`src/rtl/maxpool_2x2_if.sv`:
```
// ============================================================================
//  Module      : maxpool_2x2_if
//  Description : Input and output valid/ready sample streams of the 2x2
//                max-pooling stage. The slave modport is the pooling block.
//                The master modport is the environment that feeds it and
//                drains it.
//  Revision    : 1.0 - initial release
// ============================================================================
`default_nettype none

interface maxpool_2x2_if #(
    parameter int DATA_W = 8
) ();
    logic              in_valid;
    logic              in_ready;
    logic [DATA_W-1:0] in_data;
    logic              out_valid;
    logic              out_ready;
    logic [DATA_W-1:0] out_data;

    modport slave (
        input  in_valid, in_data, out_ready,
        output in_ready, out_valid, out_data
    );

    modport master (
        output in_valid, in_data, out_ready,
        input  in_ready, out_valid, out_data
    );
endinterface

`default_nettype wire

```
`src/rtl/maxpool_2x2.sv`:
```
// ============================================================================
//  Module      : maxpool_2x2
//  Description : Streaming 2x2 / stride-2 signed max-pooling stage.
//                - Consumes one raster-order frame after a pool_enable pulse.
//                - Emits (IMG_W/2)x(IMG_H/2) pooled samples.
//                - Pulses done when the last pooled sample has been taken.
//                Even-row pair maxima wait in a half-row line buffer until
//                the odd row arrives.
//                Optional macro MAXPOOL_RELU_EN: the pooled value is clamped
//                to a floor of 0, which fuses ReLU into this stage.
//  Revision    : 1.0 - initial release
// ============================================================================
`default_nettype none

module maxpool_2x2 #(
    parameter int DATA_W = 8,
    parameter int IMG_W  = 8,
    parameter int IMG_H  = 8
) (
    input  wire logic          clk,
    input  wire logic          rst_n,
    input  wire logic          pool_enable,
    maxpool_2x2_if.slave       bus,
    output logic               busy,
    output logic               done
);

    localparam int COL_W    = $clog2(IMG_W);
    localparam int ROW_W    = $clog2(IMG_H);
    localparam int LB_DEPTH = IMG_W / 2;
    localparam int LB_AW    = (LB_DEPTH > 1) ? $clog2(LB_DEPTH) : 1;

    localparam logic [COL_W-1:0] C_COL_LAST = COL_W'(IMG_W - 1);
    localparam logic [ROW_W-1:0] C_ROW_LAST = ROW_W'(IMG_H - 1);

    typedef enum logic [1:0] {
        ST_IDLE  = 2'd0,
        ST_RUN   = 2'd1,
        ST_DRAIN = 2'd2,
        ST_DONE  = 2'd3
    } state_t;

    state_t                    r_state;
    state_t                    w_state_nxt;
    logic [COL_W-1:0]          r_col;
    logic [ROW_W-1:0]          r_row;
    logic signed [DATA_W-1:0]  r_pmax;
    logic signed [DATA_W-1:0]  r_lbuf [LB_DEPTH];
    logic signed [DATA_W-1:0]  r_out_data;
    logic                      r_out_valid;

    logic                      w_in_ready;
    logic                      w_in_hs;
    logic                      w_out_hs;
    logic                      w_last_px;
    logic [LB_AW-1:0]          w_lb_idx;
    logic signed [DATA_W-1:0]  w_in_data;
    logic signed [DATA_W-1:0]  w_lb_rd;
    logic signed [DATA_W-1:0]  w_pair_max;
    logic signed [DATA_W-1:0]  w_quad_max;
    logic signed [DATA_W-1:0]  w_pooled;

    function automatic logic signed [DATA_W-1:0] smax(
        input logic signed [DATA_W-1:0] a,
        input logic signed [DATA_W-1:0] b
    );
        return (a > b) ? a : b;
    endfunction

    // Input is stalled only while a pooled sample is pending and refused.
    assign w_in_ready = (r_state == ST_RUN) && !(r_out_valid && !bus.out_ready);
    assign w_in_hs    = bus.in_valid && w_in_ready;
    assign w_out_hs   = r_out_valid && bus.out_ready;
    assign w_last_px  = (r_col == C_COL_LAST) && (r_row == C_ROW_LAST);

    assign w_in_data  = $signed(bus.in_data);
    assign w_lb_idx   = LB_AW'(r_col >> 1);
    assign w_lb_rd    = r_lbuf[w_lb_idx];
    assign w_pair_max = smax(r_pmax, w_in_data);
    assign w_quad_max = smax(w_lb_rd, w_pair_max);

`ifdef MAXPOOL_RELU_EN
    assign w_pooled = w_quad_max[DATA_W-1] ? '0 : w_quad_max;
`else
    assign w_pooled = w_quad_max;
`endif

    assign bus.in_ready  = w_in_ready;
    assign bus.out_valid = r_out_valid;
    assign bus.out_data  = r_out_data;

    // State register.
    always_ff @(posedge clk or negedge rst_n) begin
        if (!rst_n) begin
            r_state <= ST_IDLE;
        end else begin
            r_state <= w_state_nxt;
        end
    end

    // Next-state decode and status outputs.
    always_comb begin
        w_state_nxt = r_state;
        busy        = 1'b0;
        done        = 1'b0;
        case (r_state)
            ST_IDLE: begin
                if (pool_enable) begin
                    w_state_nxt = ST_RUN;
                end
            end
            ST_RUN: begin
                busy = 1'b1;
                if (w_in_hs && w_last_px) begin
                    w_state_nxt = ST_DRAIN;
                end
            end
            ST_DRAIN: begin
                busy = 1'b1;
                if (w_out_hs) begin
                    w_state_nxt = ST_DONE;
                end
            end
            ST_DONE: begin
                done        = 1'b1;
                w_state_nxt = ST_IDLE;
            end
            default: w_state_nxt = ST_IDLE;
        endcase
    end

    // Raster position counters; cleared while idle, advanced per accepted sample.
    always_ff @(posedge clk or negedge rst_n) begin
        if (!rst_n) begin
            r_col <= '0;
            r_row <= '0;
        end else if (r_state == ST_IDLE) begin
            r_col <= '0;
            r_row <= '0;
        end else if (w_in_hs) begin
            if (r_col == C_COL_LAST) begin
                r_col <= '0;
                r_row <= (r_row == C_ROW_LAST) ? '0 : r_row + 1'b1;
            end else begin
                r_col <= r_col + 1'b1;
            end
        end
    end

    // Pair register holds the even-column sample of the current pair.
    always_ff @(posedge clk or negedge rst_n) begin
        if (!rst_n) begin
            r_pmax <= '0;
        end else if (w_in_hs && !r_col[0]) begin
            r_pmax <= w_in_data;
        end
    end

    // Line buffer: even-row pair maxima. Never cleared; each entry is
    // rewritten on the even row before the odd row reads it.
    always_ff @(posedge clk) begin
        if (w_in_hs && !r_row[0] && r_col[0]) begin
            r_lbuf[w_lb_idx] <= w_pair_max;
        end
    end

    // Output register; a new sample may load in the same cycle the previous one is taken.
    always_ff @(posedge clk or negedge rst_n) begin
        if (!rst_n) begin
            r_out_valid <= 1'b0;
            r_out_data  <= '0;
        end else if (w_in_hs && r_row[0] && r_col[0]) begin
            r_out_valid <= 1'b1;
            r_out_data  <= w_pooled;
        end else if (w_out_hs) begin
            r_out_valid <= 1'b0;
        end
    end

endmodule

`default_nettype wire

```
`src/flat_wrapper.sv`:
```
// flat-port wrapper written by rule: the top's interface ports become plain ports
module maxpool_2x2_flat 
#(
    parameter int DATA_W = 8,
    parameter int IMG_W  = 8,
    parameter int IMG_H  = 8
)
  (clk, rst_n, pool_enable, busy, done, bus_in_valid, bus_in_data, bus_out_ready, bus_in_ready, bus_out_valid, bus_out_data);
  maxpool_2x2_if #(.DATA_W(DATA_W)) bus_i ();
  input  wire logic clk;
  input  wire logic rst_n;
  input  wire logic pool_enable;
  output logic busy;
  output logic done;
  input wire logic [$bits(bus_i.in_valid)-1:0] bus_in_valid;
  input wire logic [$bits(bus_i.in_data)-1:0] bus_in_data;
  input wire logic [$bits(bus_i.out_ready)-1:0] bus_out_ready;
  output wire logic [$bits(bus_i.in_ready)-1:0] bus_in_ready;
  output wire logic [$bits(bus_i.out_valid)-1:0] bus_out_valid;
  output wire logic [$bits(bus_i.out_data)-1:0] bus_out_data;
  assign bus_i.in_valid = bus_in_valid;
  assign bus_i.in_data = bus_in_data;
  assign bus_i.out_ready = bus_out_ready;
  assign bus_in_ready = bus_i.in_ready;
  assign bus_out_valid = bus_i.out_valid;
  assign bus_out_data = bus_i.out_data;
  maxpool_2x2 #(.DATA_W(DATA_W), .IMG_W(IMG_W), .IMG_H(IMG_H)) u_core (.clk(clk), .rst_n(rst_n), .pool_enable(pool_enable), .bus(bus_i), .busy(busy), .done(done));
endmodule
```
`config.mk`:
```
export PLATFORM = sky130hd
export DESIGN_NAME = maxpool_2x2_flat
export DESIGN_NICKNAME = d
export VERILOG_FILES = /design/src/rtl/maxpool_2x2_if.sv /design/src/rtl/maxpool_2x2.sv /design/src/flat_wrapper.sv
export SDC_FILE = /design/constraint.sdc
export NUM_CORES = 1
export LEC_CHECK = 0
export CAP_MARGIN = 20
export CORE_UTILIZATION = 50
export DETAILED_ROUTE_END_ITERATION = 8
export GPL_ROUTABILITY_DRIVEN = 0
export PLACE_DENSITY = 0.69
export SKIP_LAST_GASP = 1
export SYNTH_ARGS = -nofsm -noshare
export SYNTH_HDL_FRONTEND = slang
export SYNTH_SLANG_ARGS = --single-unit
```
`constraint.sdc`:
```
create_clock -name clk -period 3.2 [get_ports clk]
set_clock_uncertainty 0.15 [all_clocks]
set_input_delay 0.32 -clock clk [delete_from_list [all_inputs] [get_ports clk]]
set_output_delay 0.32 -clock clk [all_outputs]
set_load 0.05 [all_outputs]
```
Word level (Yosys, flattened, before mapping)
Memory sizes are Yosys's and may differ from the RTL's.
Cells that the tools add are included.

cells by class
  reduce and logical (&&, ||, !) cells = 22
  $add $sub $neg = 2
  magnitude comparators = 2
  mux-type cells = 19
  equality and inequality tests = 8

operators by type and width
  kind                                           number
  two-way mux 3 bit                              7
  > comparator 8 bit                             2
  two-way mux 8 bit                              2
  logical AND 1 bit                              11
  one-hot mux 2 bit (4 select lines)             1
  adder 3 x 1 -> 3 bit, second input constant    2
  == test 3 bit, second input constant           2
  two-way mux 1 bit                              6
  two-way mux 2 bit                              3
  nonzero test 2 bit                             3
  == test 2 bit, second input constant           2
  logical NOT 1 bit                              4
  != test 2 bit, second input constant           2
  AND reduction 3 bit                            1
  == test 2 x 1 -> 1 bit, second input constant  1
  logical NOT 2 bit                              1
  != test 2 x 1 -> 1 bit, second input constant  1
  AND reduction 2 bit                            1
  OR reduction 2 bit                             1

storage, ports and cells
  output and inout bits = 12
  flip-flop bits (word level) = 25
  word-level logic and storage cells = 60
  input bits = 13
  RAM bits = 32
  memories kept = 1

memories
  name           words  width  rd ports  clocked after Yosys merged registers in  wr ports  line               RTL
  u_core.r_lbuf  4      8      1         0                                        1         maxpool_2x2.sv:48  logic signed [DATA_W-1:0] r_lbuf [LB_DEPTH];

Longest topological paths before layout
Gate-level depths: netlist of the first run.

  word-level depth = 9
  gate-level depth with buffers = 15

Least setup slack after synthesis of the first run
Ideal clock, no wire load.

  path kind = flip-flop to flip-flop
  start = register u_core.r_pmax[7]
  end = register u_core.r_out_data[0], in the netlist u_core.bus.out_data[0]
  buffers on the path = 1
  arrival = 3.128 ns
  stages on the path, launching flop included = 15
  clock period less this slack = 3.398 ns
  setup slack = -0.198 ns
  library setup time = 0.120 ns
  data required time = 2.930 ns
  path through = dfrtp_1 ha_1 nand4_2 or3_4 and2_4 buf_6 nand3b_1 o211ai_1 ha_1 nor2b_1 o211ai_1 nand3_1 a21oi_1 o31ai_1 a31o_1

on the way
  longest elaborated chain between the ends = 4

RTL lines
  item                    line                RTL
  from (decl)             maxpool_2x2.sv:47   logic signed [DATA_W-1:0] r_pmax;
  from (signal assigned)  maxpool_2x2.sv:155  r_pmax <= w_in_data;
  > comparator 8 bit      maxpool_2x2.sv:67   return (a > b) ? a : b;
  two-way mux 8 bit (*)   maxpool_2x2.sv:67
  > comparator 8 bit      maxpool_2x2.sv:67
  two-way mux 8 bit (*)   maxpool_2x2.sv:67
  to (signal assigned)    maxpool_2x2.sv:174  r_out_data <= w_pooled;
  to (decl)               maxpool_2x2.sv:49   logic signed [DATA_W-1:0] r_out_data;

Every way passes the cells marked *; elsewhere a longest branch is shown, timed or not.
A chain may end at the register's enable or synchronous reset.

Worst setup path in the final report of the first run
Same ends and word-level chain as after synthesis.

==> impl_metrics.json, run 1 <==
{
  "path_cells": "ha_4 -> and4_4 -> o2111ai_4 -> and3b_2 -> a21oi_2 -> o211ai_1 -> ha_1 -> nor2b_1 -> o211ai_1 -> nand3_2 -> a21oi_4 -> o31ai_1 -> a31o_1",
  "layout-drive-gt1-share": 0.364,
  "detail_route.wl_per_cell_um": 16.6,
  "final_common_cell": "buf_4",
  "cts_root_buf": "clkbuf_8",
  "dpl.hpwl_mm": 5.18,
  "cellLeakagePower_nw": 1.82,
  "required_ns": 3.28,
  "critPathCaptureType": "register",
  "slew_headroom": 0.619,
  "worst_ep_arrival_time_ns": 3.57,
  "crit_path_frequent_cell": "o211ai_1",
  "final_cell_mix": "65 x buf_4, 32 x edfxtp_1, 25 x dfrtp_1, 23 x nor2_1, 21 x nand2_1",
  "dieArea_sq_um": 6620,
  "start_util": 0.526,
  "fin_crit_sh": 1.09,
  "clock_sinks": 57,
  "fin_tns_setup_ns": -2.07,
  "io_buffers": 24,
  "grt_max_degree": 26,
  "nets": 408,
  "drt_iter0_drc": 173,
  "totalPowerFinal_mw": 1.61,
  "finalInstanceArea_sq_um": 4390,
  "setup_viol": 8,
  "core_area_sq_um": 5990,
  "htree_levels": 3,
  "synth_nets": 317,
  "clkTransAtPathRegs_ns": 0.07,
  "antenna_cells": 0,
  "place_area_sq_um": 3880,
  "via_per_inst": 5.58,
  "ys_seq_area_frac": 0.504,
  "critical_path_class": "reg2reg",
  "synth_ff_type": "edfxtp_1",
  "dieWidth_um": 81.4,
  "io_pins": 25,
  "worstReg2RegEnd": "u_core.bus.out_data[0]",
  "outcome": "complete, but fails checks",
  "wl_mm": 7.48,
  "min_path_type": "in2async",
  "yosys_warnings": 0,
  "cellPowerDensity_nw_per_um2": 367,
  "die_h_um": 81.4,
  "netlist.top_cell.by_area": "edfxtp_1",
  "crit_path_top_delay_cell": "dfrtp_1",
  "grt_pass1_wl_mm": 12.0,
  "fmax_mhz": 287,
  "finalMaxSlewViolations": 0,
  "synth_cell_types": 45,
  "start_kind": "register",
  "max_stage_delay_ns": 0.42,
  "core.rowCount": 28,
  "antenna_found_initial": 0,
  "rrSetupSlack_ns": -0.29,
  "drv_cap": 0,
  "avgSynthCellArea_sq_um": 11.2,
  "synth_edf_count": 32,
  "yosysTopAreaCellShare": 0.305,
  "postRouteAntennaNets": 0,
  "grt_pass1_vias": 2517,
  "period_needed_ns": 3.49,
  "violations": "negative setup slack",
  "syn_to_final_growth_pct": 39.3,
  "drc": 0,
  "syn_inst": 280,
  "tritoncts": "yes",
  "vdd_drop_max_uv": 340,
  "firstDrtPassIters": 4,
  "post-place-ws_ns": -0.742,
  "grt_overflow_total": 0,
  "crit_fanout": 7,
  "hold_viol_final": 0,
  "tightest_slew_ns": 0.571,
  "track_usage": 0.252,
  "netlist_area_sq_um": 3150,
  "num_vias": 2516,
  "synth_seq_cells": 57,
  "cts.path.max_buffers": 2,
  "setup_slack_ns": -0.287,
  "cts-buffers-inserted": 9,
  "r2r-start": "u_core.r_pmax[7]",
  "rsz0062_at_grt": "yes",
  "async_reset_ff_frac": 0.439,
  "ff2ff_path_depth": 13,
  "synthTopCellsByArea": "edfxtp_1 31%, dfrtp_1 20%, ha_1 9.5%, mux4_2 5.7%, a21oi_1 4.3%",
  "clk_latency_ns": 0.34
}
registers in the layout (all words and copies together) (netlist names):
name	flops
u_core.bus.out_data	8
u_core.r_col	3
u_core.bus.out_valid	1
u_core.r_row	3
u_core.r_pmax	8
u_core.r_lbuf	32
u_core.r_state	2
synth_stat cells (6+ instances only):
| cell type | number |
|---|---|
| a21oi_1 | 27 |
| buf_2 | 6 |
| dfrtp_1 | 25 |
| edfxtp_1 | 32 |
| ha_1 | 24 |
| inv_1 | 22 |
| mux4_2 | 8 |
| nand2_1 | 21 |
| nand3_1 | 6 |
| nand3b_1 | 7 |
| nor2_1 | 24 |
| nor3_1 | 9 |
| o2111ai_1 | 8 |
| o211ai_1 | 9 |
| o21ai_0 | 10 |
stage by stage:
step	hold WS (ns)	utilization	cells
2_1_floorplan	-0.126	-	280
3_3_place_gp	0.367	0.647	422
3_5_place_dp	0.373	0.647	422
4_1_cts	0.192	0.715	447
5_1_grt	0.183	0.732	451
6_report	0.192	0.732	451
report_power, final:
part	leakage [nW]	internal (mW)	switching, mW
Combinational	1.08	0.0811	0.0884
Sequential	0.641	0.778	0
Clock	0.0909	0.358	0.304
repair_timing:
action                     in CTS  in global routing
setup endpoints to repair       8                  8
cloned                          1                  0
gates resized for setup        39                 13
hold endpoints to repair        0                  0
pin swaps                      32                 13
hold buffers                    0                  0
setup buffers                   8                  4
routing by layer:
metal | wire, um | share of wire | GRT usage | up-vias
met5 | 0 | 0 | 0 | -
met4 | 80 | 0.011 | 0.0786 | 0
met3 | 200 | 0.027 | 0.0551 | 7
met2 | 3900 | 0.52 | 0.444 | 40
met1 | 3310 | 0.44 | 0.303 | 1233
li1 | - | - | - | 1236
how the worst max path moves through the flow:
| stage | from | end | slack (ns) | depth (start not counted) |
|---|---|---|---|---|
| 6_report | u_core.r_pmax[7] | u_core.bus.out_data[0] | -0.29 | 13 |
| 5_1_grt | u_core.r_pmax[7] | u_core.bus.out_data[0] | -0.42 | 13 |
| 4_1_cts | u_core.r_pmax[5] | u_core.bus.out_data[1] | -0.15 | 14 |
| 3_5_place_dp | bus_in_data[5] | u_core.bus.out_data[1] | -0.74 | 16 |
| 3_3_place_gp | bus_in_data[5] | u_core.bus.out_data[1] | -0.70 | 16 |
| 2_1_floorplan | u_core.r_pmax[3] | u_core.bus.out_data[0] | 0.03 | 14 |
critical path, delay by kind of cell, from the launching register on:
family / cells / cell delay (ns)
simple gates: 4 / 0.89
flops: 1 / 0.42
compound gates: 7 / 1.25
fa+ha+maj: 2 / 0.65
kinds of logic (layout without fill, tap and decap cells):
group	count (synthesis)	in the layout	synth area share
DFF	57	57	0.504
buffers and inverters	34	129	0.0465
and+or+nand+nor	84	84	0.135
AOI/OAI and AO/OA	68	69	0.144
adders and majority gates	24	24	0.0954
muxes	13	13	0.0747
area by class of cell:
type                            count  area (sq um)
Sequential cell                    57          1590
Multi-Input combinational cell    190          1680
Inverter                           22          82.6
Timing Repair Buffer               91           746
Fill cell                         409          1610
Clock buffer                        9           124
Clock inverter                      7          70.1
Tap cell                           75          93.8
(Power assumes the default switching activity.)
==> run 2: changes to the inputs <==
Settings changed: CORE_ASPECT_RATIO set to 0.9, GPL_ROUTABILITY_DRIVEN 0 to unset, SLEW_MARGIN set to 15.
==> impl_metrics.json, run 2 (synthesis results as in run 1) <==
{
  "outcome": "complete, but fails checks",
  "violations": "negative setup slack",
  "nets": 410,
  "antenna_found_initial": 0,
  "start_kind": "register",
  "cts-buffers-inserted": 9,
  "dpl.hpwl_mm": 5.21,
  "clk_latency_ns": 0.34,
  "die_h_um": 77.3,
  "core.rowCount": 27,
  "totalPowerFinal_mw": 1.61,
  "firstDrtPassIters": 5,
  "tritoncts": "yes",
  "required_ns": 3.28,
  "fill_cells": 411,
  "syn_to_final_growth_pct": 40.6,
  "num_vias": 2671,
  "finalMaxSlewViolations": 0,
  "core_area_sq_um": 6110,
  "io_pins": 25,
  "start_util": 0.515,
  "period_needed_ns": 3.59,
  "final_cell_mix": "64 x buf_4, 32 x edfxtp_1, 25 x dfrtp_1, 24 x nor2_1, 21 x nand2_1",
  "min_path_type": "in2async",
  "cellLeakagePower_nw": 1.84,
  "setup_slack_ns": -0.392,
  "hold_buffers": 0,
  "grt_overflow_total": 0,
  "crit_fanout": 8,
  "dieWidth_um": 85.7,
  "grt_pass1_wl_mm": 13.2,
  "fin_crit_sh": 1.12,
  "critPathCaptureType": "register",
  "track_usage": 0.268,
  "worst_ep_arrival_time_ns": 3.67,
  "clkPwrFrac": 0.403,
  "clock_sinks": 57,
  "largest_register": "u_core.r_lbuf",
  "layout-drive-gt1-share": 0.368,
  "setup_viol": 8,
  "largest_reg_flops": 32,
  "critical_path_class": "reg2reg",
  "rsz0062_at_grt": "yes",
  "detail_route.wl_per_cell_um": 17.8,
  "gp_congestion": 0.865,
  "switching_share": 0.242,
  "hold_viol_final": 0,
  "finalInstanceArea_sq_um": 4430,
  "grt_pass1_vias": 2714,
  "wl_mm": 8.26,
  "drc": 0,
  "grt_max_degree": 26,
  "cellPowerDensity_nw_per_um2": 364,
  "final_common_cell": "buf_4",
  "fmax_mhz": 278,
  "switchingPower_uw": 389,
  "intPower_mw": 1.22,
  "clkTransAtPathRegs_ns": 0.07,
  "tightest_slew_ns": 0.603,
  "htree_levels": 3,
  "io_buffers": 24,
  "antenna_cells": 0,
  "slew_headroom": 0.598,
  "drt_iter0_drc": 248,
  "pwr-share-comb": 0.114,
  "via_per_inst": 5.74,
  "drv_cap": 0,
  "dieArea_sq_um": 6620,
  "postRouteAntennaNets": 0,
  "fin_tns_setup_ns": -2.08,
  "cts_root_buf": "clkbuf_8",
  "power.share.sequential": 0.483,
  "cts.path.max_buffers": 2,
  "final_core_utilization": 0.724,
  "place_area_sq_um": 3870,
  "vdd_drop_max_uv": 259
}
-- run 2: power groups by stage --
stage	Sequential [mW]	Combinational, mW	Clock [mW]
after floorplan	0.794	0.0645	0
after global routing	0.778	0.196	0.701
after global placement	0.793	0.131	0
final	0.779	0.183	0.648
after CTS	0.778	0.167	0.664
after detailed placement	0.793	0.135	0
-- run 2: timing repair --
| action | 4_1_cts | 5_1_grt |
|---|---|---|
| pin swaps | 19 | 16 |
| setup endpoints to repair | 8 | 12 |
| cloned | 2 | 0 |
| resized for setup | 33 | 23 |
| setup buffers | 17 | 2 |
-- run 2: layer usage --
| layer | wire length (um) | vias up | global-route usage |
|---|---|---|---|
| met4 | 174 | 0 | 0.0967 |
| met5 | 0 | - | 0 |
| met1 | 3450 | 1290 | 0.344 |
| met2 | 4040 | 124 | 0.434 |
| li1 | - | 1236 | - |
| met3 | 595 | 21 | 0.0764 |
-- run 2: metrics by stage --
step	std cells	setup slack, ns	hold WS (ns)
floorplan	280	0.0290	-0.126
global placement	430	-0.696	0.368
detailed placement	430	-0.795	0.376
CTS	465	-0.143	0.202
global route	465	-0.412	0.188
finish	465	-0.392	0.198
-- run 2: area by class of cell --
| type | count | area, sq um | share of cell area |
|---|---|---|---|
| inverter | 22 | 85.1 | 0.0192 |
| sequential | 57 | 1590 | 0.358 |
| timing repair buffer | 93 | 785 | 0.177 |
| clock buffer | 10 | 128 | 0.0288 |
| multi-input combinational | 190 | 1680 | 0.378 |
| clock inverter | 6 | 58.8 | 0.0133 |
| tap | 87 | 109 | 0.0246 |
-- run 2: critical path, stage by stage, from the launching register on --
cell	delay, ns
dfrtp_1	0.42
ha_4	0.27
a21o_1	0.19
a31oi_4	0.18
and3b_2	0.35
buf_6	0.13
mux2i_2	0.20
o221ai_2	0.16
ha_2	0.34
nand3_1	0.10
o21ai_2	0.15
a21oi_2	0.09
a21oi_2	0.27
o2111ai_1	0.19
a21oi_1	0.26
-- run 2: final timing paths --
path | from | to | slack, ns | depth (start not counted)
worst max-delay path | u_core.r_pmax[5] | u_core.bus.out_data[1] | -0.39 | 14
worst min-delay path | rst_n | u_core.bus.out_data[3] | 0.20 | 2
worst max register to register | u_core.r_pmax[5] | u_core.bus.out_data[1] | -0.39 | 14
worst min register to register | u_core.r_row[1] | u_core.r_row[1] | 0.39 | 2
max in group asynchronous | rst_n | u_core.r_row[2] | 2.44 | 2
min in group clk | bus_in_data[3] | u_core.r_pmax[3] | 0.20 | 3
==> run 3: changes to the inputs <==
Settings changed: TNS_END_PERCENT set to 5.
==> impl_metrics.json, run 3 (synthesis results as in run 1) <==
{
  "setup_viol": 12,
  "nets": 412,
  "cellPowerDensity_nw_per_um2": 363,
  "hold_slack_ns": 0.195,
  "rsz0062_at_grt": "yes",
  "antenna_cells": 0,
  "path_buf_inv": 1,
  "hold_buffers": 0,
  "final_common_cell": "buf_4",
  "clock_sinks": 57,
  "largest_register": "u_core.r_lbuf",
  "firstDrtPassIters": 5,
  "fin_tns_setup_ns": -2.64,
  "required_ns": 3.27,
  "grt_max_degree": 26,
  "final_core_utilization": 0.726,
  "slew_headroom": 0.600,
  "drv_cap": 0,
  "wl_mm": 8.35,
  "crit_path_frequent_cell": "a21oi_2",
  "critPathTopFamily": "compound AO/OA/AOI/OAI gates",
  "core.rowCount": 27,
  "clkTransAtPathRegs_ns": 0.07,
  "grt_pass1_wl_mm": 13.2,
  "htree_levels": 3,
  "cts.path.max_buffers": 2,
  "start_util": 0.515,
  "period_needed_ns": 3.61,
  "crit_fanout": 8,
  "cts_root_buf": "clkbuf_8",
  "cts-buffers-inserted": 9,
  "finalMaxSlewViolations": 0,
  "violations": "negative setup slack",
  "detail_route.wl_per_cell_um": 17.9,
  "cellLeakagePower_nw": 1.85,
  "crit_path_top_delay_cell": "dfrtp_1",
  "tightest_slew_ns": 0.601,
  "fmax_mhz": 277,
  "hold_viol_final": 0,
  "critPathCaptureType": "register",
  "worst_ep_arrival_time_ns": 3.69,
  "grt_pass1_vias": 2714,
  "final_cell_mix": "66 x buf_4, 32 x edfxtp_1, 25 x dfrtp_1, 24 x nor2_1, 21 x nand2_1",
  "drt_iter0_drc": 255,
  "fill_cells": 410,
  "fin_crit_sh": 1.13,
  "postRouteAntennaNets": 0,
  "vdd_drop_max_uv": 261,
  "io_pins": 25,
  "critical_path_class": "reg2reg",
  "core_area_sq_um": 6110,
  "post-place-ws_ns": -0.795,
  "start_kind": "register",
  "antenna_found_initial": 0,
  "tritoncts": "yes",
  "outcome": "complete, but fails checks",
  "min_path_type": "in2async",
  "drc": 0,
  "die_h_um": 77.3,
  "setup_slack_ns": -0.415,
  "gp_congestion": 0.865,
  "clk_latency_ns": 0.34,
  "io_buffers": 24,
  "dpl.hpwl_mm": 5.21,
  "dieWidth_um": 85.7,
  "layout-drive-gt1-share": 0.368,
  "largest_reg_flops": 32,
  "via_per_inst": 5.81,
  "num_vias": 2715,
  "grt_overflow_total": 0,
  "syn_to_final_growth_pct": 41.0,
  "path_cells": "ha_4 -> a21o_1 -> a31oi_4 -> and3b_2 -> buf_6 -> mux2i_2 -> o221ai_2 -> ha_2 -> nand3_1 -> o21ai_2 -> a21oi_2 -> a21oi_2 -> o2111ai_1 -> a21oi_1",
  "max_stage_delay_ns": 0.42,
  "track_usage": 0.268,
  "dieArea_sq_um": 6620
}
## run 3: metal layers
| layer | part of all wire | vias to the layer above | GRT usage | wire length (um) |
|---|---|---|---|---|
| met5 | 0 | - | 0 | 0 |
| met4 | 0.026 | 0 | 0.0967 | 214 |
| met3 | 0.077 | 26 | 0.0764 | 645 |
| met2 | 0.48 | 146 | 0.434 | 4000 |
| met1 | 0.42 | 1304 | 0.344 | 3490 |
| li1 | - | 1239 | - | - |
## run 3: area by class of cell
| cell class | instances | area [sq um] | area share |
|---|---|---|---|
| clock buffer | 10 | 128 | 0.0287 |
| clock inverter | 6 | 58.8 | 0.0132 |
| inverter | 22 | 82.6 | 0.0186 |
| multi-input combinational | 190 | 1680 | 0.377 |
| sequential | 57 | 1590 | 0.357 |
| tap | 87 | 109 | 0.0245 |
| timing repair buffer | 95 | 800 | 0.180 |
## run 3: stage by stage
stage | cell area [sq um] | total power [mW] | std cells
5_1_grt | 4440 | 1.68 | 467
4_1_cts | 4330 | 1.61 | 465
3_3_place_gp | 3870 | 0.924 | 430
2_1_floorplan | 3190 | 0.858 | 280
3_5_place_dp | 3870 | 0.929 | 430
6_report | 4440 | 1.61 | 467
## run 3: path summary, 6_finish.rpt
path / from / to / slack, ns / depth (start not counted)
min in group clk: bus_in_data[3] / u_core.r_pmax[3] / 0.20 / 3
setup / recovery: u_core.r_pmax[5] / u_core.bus.out_data[1] / -0.41 / 14
setup reg to reg: u_core.r_pmax[5] / u_core.bus.out_data[1] / -0.41 / 14
hold reg to reg: u_core.r_row[1] / u_core.r_row[1] / 0.39 / 2
max in group asynchronous: rst_n / u_core.r_col[2] / 2.44 / 2
hold / removal: rst_n / u_core.r_pmax[3] / 0.20 / 2
## run 3: timing repair
item / in CTS / in global routing
cloned: 2 / 0
endpoints found under the setup margin: 8 / 12
setup buffers: 17 / 2
pin swaps: 19 / 15
resized for setup: 33 / 21
## run 3: power by group
group          switching, mW  total [mW]  internal [mW]
Combinational         0.0947       0.185         0.0905
Sequential                 0       0.778          0.778
Clock                  0.295       0.649          0.354
